`config.mk`:
```
export PLATFORM = sky130hd
export DESIGN_NAME = gpio_edge_ack_sequencer
export DESIGN_NICKNAME = d
export VERILOG_FILES = /design/src/rtl/gpio_seq_pkg.sv /design/src/rtl/gpio_pulse_timer.sv /design/src/rtl/gpio_edge_ack_sequencer.sv
export SDC_FILE = /design/constraint.sdc
export NUM_CORES = 1
export LEC_CHECK = 0
export ABC_AREA = 1
export CORE_ASPECT_RATIO = 1.75
export CORE_UTILIZATION = 41
export CTS_CLUSTER_DIAMETER = 200
export DETAILED_ROUTE_END_ITERATION = 8
export PLACE_DENSITY = 0.81
export SETUP_SLACK_MARGIN = 0.1
export SLEW_MARGIN = 20
export SYNTH_ARGS = -nofsm -noshare
export SYNTH_HDL_FRONTEND = slang
export SYNTH_SLANG_ARGS = --single-unit
```
`constraint.sdc`:
```
create_clock -name clk -period 2.8 [get_ports clk]
set_input_delay 0.84 -clock clk [delete_from_list [all_inputs] [get_ports clk]]
set_output_delay 0.84 -clock clk [all_outputs]
set_load 0.005 [all_outputs]
```
`src/rtl/gpio_seq_pkg.sv`:
```
// gpio_seq_pkg: shared state encoding and PIO register map for the edge-ack sequencer
package gpio_seq_pkg;
  typedef enum logic [3:0] {
    INIT_MASK, INIT_OUT, IDLE, RD_EDGE, RD_EDGE_W, CLR_EDGE,
    RD_DATA, RD_DATA_W, ACK_SET, ACK_HOLD, ACK_CLR, CMD_WR
  } state_t;
  localparam logic [2:0] ADDR_DATA = 3'd0;
  localparam logic [2:0] ADDR_MASK = 3'd2;
  localparam logic [2:0] ADDR_EDGE = 3'd3;
  localparam logic [2:0] ADDR_SET  = 3'd4;
  localparam logic [2:0] ADDR_CLR  = 3'd5;
endpackage

```
`src/rtl/gpio_pulse_timer.sv`:
```
// gpio_pulse_timer: loadable down-counter that flags when it has reached zero
module gpio_pulse_timer #(
  parameter int W = 3
) (
  input  logic         clk,
  input  logic         reset,
  input  logic         load,
  input  logic         dec,
  input  logic [W-1:0] load_val,
  output logic         zero
);
  logic [W-1:0] cnt;
  always_ff @(posedge clk or posedge reset)
    if (reset) cnt <= '0;
    else cnt <= load ? load_val : (dec && cnt != '0) ? cnt - 1'b1 : cnt;
  assign zero = cnt == '0;
endmodule

```
`src/rtl/gpio_edge_ack_sequencer.sv`:
```
// gpio_edge_ack_sequencer: Avalon-MM master servicing PIO falling edges with a timed ack pulse
module gpio_edge_ack_sequencer
  import gpio_seq_pkg::*;
#(
  parameter int PULSE_CYCLES = 4,
  parameter int COUNT_W = 16
) (
  input  logic               clk,
  input  logic               reset,
  input  logic               pio_irq,
  output logic [2:0]         pio_address,
  output logic               pio_chipselect,
  output logic               pio_write_n,
  output logic [31:0]        pio_writedata,
  input  logic [31:0]        pio_readdata,
  input  logic               enable,
  input  logic               cmd_valid,
  input  logic               cmd_level,
  output logic               cmd_ready,
  output logic               event_valid,
  output logic               event_level,
  output logic [COUNT_W-1:0] event_count,
  output logic               spurious,
  output logic               busy
);
  localparam int TW = $clog2(PULSE_CYCLES + 1);
  state_t state, fsm_next, next;
  logic armed, hold_done, acc_cs, acc_wn;
  logic [2:0] acc_addr;
  logic [31:0] acc_data;
  logic unused_rd;
  assign unused_rd = ^pio_readdata[31:1];
  gpio_pulse_timer #(.W(TW)) u_timer (
    .clk      (clk),
    .reset    (reset),
    .load     (state == ACK_SET),
    .dec      (state == ACK_HOLD),
    .load_val (TW'(PULSE_CYCLES - 1)),
    .zero     (hold_done)
  );
  always_comb begin
    fsm_next = state;
    case (state)
      INIT_MASK: fsm_next = INIT_OUT;
      INIT_OUT:  fsm_next = IDLE;
      IDLE:      fsm_next = enable && pio_irq ? RD_EDGE : cmd_valid ? CMD_WR : IDLE;
      RD_EDGE:   fsm_next = RD_EDGE_W;
      RD_EDGE_W: fsm_next = pio_readdata[0] ? CLR_EDGE : IDLE;
      CLR_EDGE:  fsm_next = RD_DATA;
      RD_DATA:   fsm_next = RD_DATA_W;
      RD_DATA_W: fsm_next = ACK_SET;
      ACK_SET:   fsm_next = ACK_HOLD;
      ACK_HOLD:  fsm_next = hold_done ? ACK_CLR : ACK_HOLD;
      default:   fsm_next = IDLE;
    endcase
    next = armed ? fsm_next : INIT_MASK;
  end
  always_comb begin
    acc_cs = 1'b1;
    acc_wn = 1'b0;
    acc_addr = ADDR_DATA;
    acc_data = 32'd1;
    case (next)
      INIT_MASK: acc_addr = ADDR_MASK;
      INIT_OUT:  acc_data = 32'd0;
      RD_EDGE:   begin acc_wn = 1'b1; acc_addr = ADDR_EDGE; acc_data = 32'd0; end
      CLR_EDGE:  acc_addr = ADDR_EDGE;
      RD_DATA:   begin acc_wn = 1'b1; acc_data = 32'd0; end
      ACK_SET:   acc_addr = ADDR_SET;
      ACK_CLR:   acc_addr = ADDR_CLR;
      CMD_WR:    acc_addr = cmd_level ? ADDR_SET : ADDR_CLR;
      default:   begin acc_cs = 1'b0; acc_wn = 1'b1; acc_data = 32'd0; end
    endcase
  end
  always_ff @(posedge clk or posedge reset)
    if (reset) begin
      state <= INIT_MASK;
      armed <= 1'b0;
      pio_chipselect <= 1'b0;
      pio_write_n <= 1'b1;
      pio_address <= ADDR_DATA;
      pio_writedata <= 32'd0;
      cmd_ready <= 1'b0;
      event_valid <= 1'b0;
      event_level <= 1'b0;
      event_count <= '0;
      spurious <= 1'b0;
      busy <= 1'b1;
    end else begin
      state <= next;
      armed <= 1'b1;
      pio_chipselect <= acc_cs;
      pio_write_n <= acc_wn;
      pio_address <= acc_addr;
      pio_writedata <= acc_data;
      cmd_ready <= next == CMD_WR;
      event_valid <= next == ACK_CLR;
      event_level <= state == RD_DATA_W ? pio_readdata[0] : event_level;
      event_count <= event_count + COUNT_W'(next == ACK_CLR);
      spurious <= state == RD_EDGE_W && !pio_readdata[0];
      busy <= next != IDLE;
    end
endmodule

```
==> flow_metrics.env, run 1 <==
export IMPL_syn_cell_area_um2=1966
export IMPL_die_h_um=93.60
export IMPL_crit_fanout=3
export IMPL_hold_ws_ns=0.4586
export IMPL_power_frac_comb=0.412
export IMPL_finalNetCount=314
export IMPL_drive_gt1_frac=0.2894
export IMPL_hold_violations=0
export IMPL_cts_sinks=35
export IMPL_wl_per_cell_um=11.40
export IMPL_first_pass_iters=4
export IMPL_grt_overflow=0
export IMPL_cell_internal_pwr_mw=1.065
export IMPL_worstPathArrival_ns=2.78
export IMPL_skew_ns=0.008737
export IMPL_netlist_instances=213
export IMPL_htreeDepth=2
export IMPL_grt_max_degree=36
export IMPL_antenna_cells=0
export IMPL_cp_required_ns=3.01
export IMPL_fin_crit_ns=2.568
export IMPL_numPortBuffers=33
export IMPL_slew_violations=0
export IMPL_yosysTopAreaCellShare=0.4201
export IMPL_synth_seq_cells=35
export IMPL_rsz0062_at_grt="false"
export IMPL_worst_slack_ns=0.2319
export IMPL_leakage_nw=1.291
export IMPL_rows=33
export IMPL_ys_async_sr_fraction=1.000
export IMPL_dp_slack_ns=-0.4253
export IMPL_synthTopCellsByCount="dfrtp_1 (33), buf_4 (31), nand2_1 (26)"
export IMPL_initial_core_util=0.4251
export IMPL_cts_buffer_depth=2
export IMPL_drc_errors=0
export IMPL_ys_flop_type="dfrtp_1"
export IMPL_synth_most_common_cell="dfrtp_1"
export IMPL_synth_top_cell_by_area="dfrtp_1"
export IMPL_numCtsBuffers=5
export IMPL_switching_power_mw=0.6738
export IMPL_path_clk_slew_ns=0.06
export IMPL_die_area_um2=5086
export IMPL_synth_yosys_seq_area_share=0.4468
export IMPL_grt_pass1_wl_um=5961
export IMPL_grt_usage=0.1632
export IMPL_routed_wl_um=3704
export IMPL_via_count=1504
export IMPL_finalCritPeriodShare=0.9172
export IMPL_detail_route_antenna_nets=0
export IMPL_clock_latency_ns=0.29
export IMPL_coreArea_um2=4624
export IMPL_grt_pass1_vias=1434
export IMPL_yosys_top_cells_area="dfrtp_1 (42%), buf_4 (12%), nand2_1 (5.0%)"
export IMPL_end_kind="flip-flop"
export IMPL_root_buffer="clkbuf_8"
export IMPL_cts_tree="done"
export IMPL_fill_cells=403
export IMPL_critPathKind="primary input to flip-flop"
export IMPL_clkPwrFrac=0.203
export IMPL_yosysUniqueCellTypes=28
export IMPL_worstSetupStartpointType="primary input"
export IMPL_die_w_um=54.34
export IMPL_grt_antenna_before_repair=0
export IMPL_seqPwrFrac=0.385
export IMPL_drtIter0Drc=21
export IMPL_fmax_mhz=389.4
export IMPL_syn_area_per_cell_um2=9.228
export IMPL_post_route_util=0.5492
export IMPL_viasPerCell=4.628
export IMPL_power_density_nw_per_um2=684.7
export IMPL_synth_edf_count=0
export IMPL_vdd_ir_drop_worst_mv=0.5024
export IMPL_io_pins=96
export IMPL_maxCapViolations=0
export IMPL_gp_congestion=0.8886
export IMPL_synthToLayoutAreaGrowth_pct=29.22
export IMPL_p_total_mw=1.739
export IMPL_dp_hpwl_um=2652
export IMPL_min_path_type="flip-flop to flip-flop"
export IMPL_switching_share=0.3874
export IMPL_finalSetupViolCount=0
export IMPL_placed_cell_area_um2=2312
export IMPL_status="completed"
export IMPL_ys_warnings_count=0
export IMPL_final_design_area_no_fill_um2=2540
-- power by group through the flow --
| stage | combinational [mW] | clock [mW] | sequential, mW |
|---|---|---|---|
| floorplan | 0.496 | 0 | 0.652 |
| global placement | 0.643 | 0 | 0.671 |
| detailed placement | 0.662 | 0 | 0.673 |
| CTS | 0.693 | 0.360 | 0.664 |
| global route | 0.804 | 0.381 | 0.678 |
| finish | 0.717 | 0.353 | 0.669 |
-- cells in the final DEF (no fill, tap or decap), types with 2 or more instances in the layout --
cell type	n
conb_1	32
nor2_4	5
nand3_4	2
nand3_2	8
dfstp_2	2
o21ai_0	4
xor2_1	7
nor3_1	2
nor2_2	10
inv_2	6
nand3_1	8
nand2_1	24
clkdlybuf4s50_1	29
xnor2_1	6
dlygate4sd2_1	4
clkinv_2	2
nand2_2	12
clkbuf_8	5
nor2_1	9
nand4_1	8
ha_1	3
dfrtp_1	33
buf_4	22
inv_1	20
-- per-stage QoR --
step           cells  setup TNS, ns
4_1_cts          323              0
3_3_place_gp     307         -2.772
2_1_floorplan    243              0
3_5_place_dp     307         -2.948
5_1_grt          325              0
6_report         325              0
-- cells by family after synthesis --
family / after synthesis / share of synthesized area
and+or+nand+nor: 91 / 0.2623
buffers and inverters: 60 / 0.1801
DFF: 35 / 0.4468
xor gates and xnor gates: 13 / 0.05793
AOI/OAI and AO/OA: 8 / 0.02355
adders and majority gates: 4 / 0.02546
other: 2 / 0.003821
-- cell type report --
| cell class | count | area, µm² | area share |
|---|---|---|---|
| Multi-Input combinational cell | 148 | 918.4 | 0.3616 |
| Sequential cell | 35 | 878.3 | 0.3458 |
| Timing Repair Buffer | 55 | 490.5 | 0.1931 |
| Inverter | 27 | 102.6 | 0.04039 |
| Clock buffer | 6 | 72.57 | 0.02857 |
| Tap cell | 52 | 65.06 | 0.02562 |
| Clock inverter | 2 | 12.51 | 0.004926 |
-- final timing paths --
kind / from / end / slack (ns) / depth (start not counted)
setup reg to reg: u_timer.cnt[0] / event_count[14] / 0.26 / 15
setup / recovery: enable / event_count[14] / 0.23 / 14
hold reg to reg: event_count[15] / event_count[15] / 0.46 / 1
min in group asynchronous: reset / event_count[5] / 0.94 / 3
hold / removal: event_count[15] / event_count[15] / 0.46 / 1
max in group asynchronous: reset / pio_write_n / 1.50 / 3
-- per-layer routing --
| layer | vias to the layer above | part of all wire | global-route usage |
|---|---|---|---|
| li1 | 722 | - | - |
| met1 | 710 | 0.37 | 0.1705 |
| met2 | 61 | 0.54 | 0.2713 |
| met3 | 11 | 0.056 | 0.04065 |
| met4 | 0 | 0.030 | 0.1090 |
| met5 | - | 0 | 0 |
-- worst max-delay path, stage by stage --
cell and delay, ns:
dlygate4sd2_1 0.22, nand2_1 0.08, nand2_1 0.06, nand3_2 0.09
nand2_2 0.08, nor2_4 0.16, nand3_4 0.11, nor2_4 0.13
ha_4 0.15, ha_1 0.21, nand4_1 0.15, buf_4 0.17
nor3_1 0.16, xor2_1 0.16
-- sequential cells by signal, indices dropped and copies added (netlist names) --
name,cells
armed,1
cmd_ready,1
event_level,1
state,4
pio_chipselect,1
pio_address,3
event_valid,1
pio_writedata,1
busy,1
event_count,16
spurious,1
u_timer.cnt,3
pio_write_n,1
-- repair_timing --
item	CTS	global route
hold endpoints to repair	0	0
cloned	0	0
gates resized for setup	12	7
pin swaps	13	11
endpoints found under the setup margin	8	10
setup buffers	8	3
hold buffers	0	0
Note: power is estimated with default switching activity, not from simulation.
==> inputs of run 2 (changes only) <==
Settings changed: HOLD_SLACK_MARGIN set to 0.02.
==> results of run 2 <==
No change in the layout: final DEF, timing and power equal those of run 1.
==> inputs of run 3 (changes only) <==
Settings changed: CORE_UTILIZATION 41 to 37, CTS_BUF_LIST set to sky130_fd_sc_hd__clkbuf_16, PLACE_DENSITY 0.81 to 0.77.
Clock period 2.8 ns to 2.3 ns, I/O delays scaled along.
==> run 3 against run 2 <==
Compared with the run above: the run now ends with design-rule violations, negative setup slack left; critical path depth increased by 1; total power increased by 49%; routed wire length increased by 3.6%; clock-buffer cell count decreased by 1; highest routed layer unchanged; utilization decreased by 0.56 points; cell count increased by 2.2%; setup slack got worse by 0.25 ns; cell area increased by 7.4%; combinational power increased by 42%.
==> flow_metrics.env, run 3 (synthesis gave the netlist of run 1 again) <==
export IMPL_status="finished with violations"
export IMPL_failed_checks="design-rule violations, negative setup slack"
export IMPL_wl_per_cell_um=11.55
export IMPL_dp_slack_ns=-0.6497
export IMPL_numPortBuffers=33
export IMPL_vdd_ir_drop_worst_mv=0.4831
export IMPL_leakage_nw=1.379
export IMPL_critPathKind="primary input to flip-flop"
export IMPL_gp_congestion=0.8761
export IMPL_initial_core_util=0.3916
export IMPL_cts_buffer_depth=2
export IMPL_synthToLayoutAreaGrowth_pct=38.83
export IMPL_end_kind="flip-flop"
export IMPL_whs_path_depth=1
export IMPL_cp_slowest_cell="dlygate4sd2_1"
export IMPL_first_pass_iters=7
export IMPL_grt_usage=0.1463
export IMPL_coreArea_um2=5020
export IMPL_rows=34
export IMPL_worstSetupStartpointType="primary input"
export IMPL_drtIter0Drc=43
export IMPL_final_design_area_no_fill_um2=2729
export IMPL_finalCritPeriodShare=1.009
export IMPL_stdcell_count=332
export IMPL_power_density_nw_per_um2=949.3
export IMPL_crit_fanout=2
export IMPL_crit_buf_inv=4
export IMPL_dp_hpwl_um=2778
export IMPL_die_area_um2=5619
export IMPL_skew_ns=0.004511
export IMPL_place_inst=320
export IMPL_maxCapViolations=0
export IMPL_cts_tree="done"
export IMPL_clock_latency_ns=0.27
export IMPL_worstRegToRegCells=17
export IMPL_drc_errors=11
export IMPL_hold_ws_ns=0.4767
export IMPL_detail_route_antenna_nets=0
export IMPL_grt_max_degree=36
export IMPL_via_count=1517
export IMPL_cp_required_ns=2.51
export IMPL_io_pins=96
export IMPL_finalSetupViolCount=3
export IMPL_finalNetCount=319
export IMPL_root_buffer="clkbuf_16"
export IMPL_die_w_um=57.10
export IMPL_numCtsBuffers=5
export IMPL_largest_register="event_count"
export IMPL_worst_slack_ns=-0.02015
export IMPL_path_clk_slew_ns=0.06
export IMPL_viasPerCell=4.569
export IMPL_worstPathArrival_ns=2.53
export IMPL_min_path_type="flip-flop to flip-flop"
export IMPL_placed_cell_area_um2=2425
export IMPL_grt_pass1_vias=1476
export IMPL_drive_gt1_frac=0.3381
export IMPL_htreeDepth=2
export IMPL_cp_cell_sequence="dlygate4sd2_1 -> nand2_2 -> buf_4 -> nand4_1 -> nand3_1 -> nand2_2 -> nor2_4 -> ha_4 -> ha_4 -> nand4_1 -> buf_4 -> buf_4 -> nor2_1 -> a21oi_1 -> nor2_1"
export IMPL_fmax_mhz=431.0
export IMPL_largestRegisters="event_count (16), state (4)"
export IMPL_cts_hold_fix_buffers=0
export IMPL_grt_pass1_wl_um=6389
export IMPL_grt_overflow=0
export IMPL_cp_num_cells=15
export IMPL_die_h_um=98.42
export IMPL_mostFrequentLayoutCells="conb_1 (32), dfrtp_1 (32), clkdlybuf4s50_1 (29)"
export IMPL_setup_tns_ns=-0.03617
export IMPL_antenna_cells=0
export IMPL_hold_violations=0
export IMPL_fin_crit_ns=2.320
export IMPL_grt_antenna_before_repair=0
export IMPL_cts_sinks=35
export IMPL_routed_wl_um=3836
export IMPL_slew_violations=0
export IMPL_largest_reg_flops=16
export IMPL_cpPeakStageDelay_ns=0.24
export IMPL_crit_top_cell="buf_4"
export IMPL_critPathTopFamily="simple AND/OR/NAND/NOR gates"
export IMPL_rsz0062_at_grt="true"
[run 3: changes by cell type in the layout (fill, tap and decap cells not counted), moves of 3 or more]
cell       delta
ha_4          +3
ha_1          -3
buf_4         +5
clkbuf_16     +5
clkbuf_8      -5
[run 3: final timing paths]
kind	startpoint	end	slack, ns
setup / recovery	pio_irq	event_count[8]	-0.02
hold / removal	event_count[15]	event_count[15]	0.48
setup reg to reg	u_timer.cnt[1]	event_count[8]	-0.01
hold reg to reg	event_count[15]	event_count[15]	0.48
max in group asynchronous	reset	pio_write_n	1.15
min in group asynchronous	reset	spurious	0.82
[run 3: layout make-up]
class	count	area, µm²
timing repair buffer	60	528.0
clock inverter	3	43.79
inverter	27	102.6
fill	430	2291
tap	54	67.56
sequential	35	879.6
multi-input combinational	148	982.2
clock buffer	5	125.1
[run 3: what timing repair did]
action | 4_1_cts | 5_1_grt
buffers inserted | 2 | 2
gates resized for setup | 18 | 8
pin swaps | 17 | 11
endpoints found under the setup margin | 12 | 12
[run 3: metrics by stage]
| step | total power, mW | utilization |
|---|---|---|
| 2_1_floorplan | 1.414 | - |
| 3_3_place_gp | 1.694 | 0.4831 |
| 3_5_place_dp | 1.710 | 0.4831 |
| 4_1_cts | 2.582 | 0.5304 |
| 5_1_grt | 2.761 | 0.5436 |
| 6_report | 2.590 | 0.5436 |
[run 3: power by group]
part	internal [mW]	switching [mW]	leakage, nW
Clock	0.510	0.247	0.0838
Combinational	0.467	0.557	0.856
Sequential	0.727	0.0827	0.439
Total	1.70	0.886	1.38
[run 3: layer usage]
metal | global-route usage | share of wire | wire length, µm | vias up
met5 | 0 | 0 | 0 | -
met2 | 0.2688 | 0.56 | 2141 | 59
li1 | - | - | - | 731
met3 | 0.03543 | 0.054 | 208 | 6
met1 | 0.1534 | 0.37 | 1417 | 721
met4 | 0.06379 | 0.018 | 68 | 0
[run 3: worst reg2reg max path, stage by stage, from the launching register on]
cell and delay (ns):
dfrtp_1 0.38, inv_2 0.07, ha_4 0.14, ha_4 0.13
nand2_4 0.07, nand3_4 0.08, nand3_2 0.08, nor2_4 0.10
nand3_2 0.10, nor2_4 0.12, ha_4 0.17, ha_4 0.13
nand4_1 0.13, buf_4 0.19, buf_4 0.13, nor2_1 0.08
a21oi_1 0.06, nor2_1 0.08
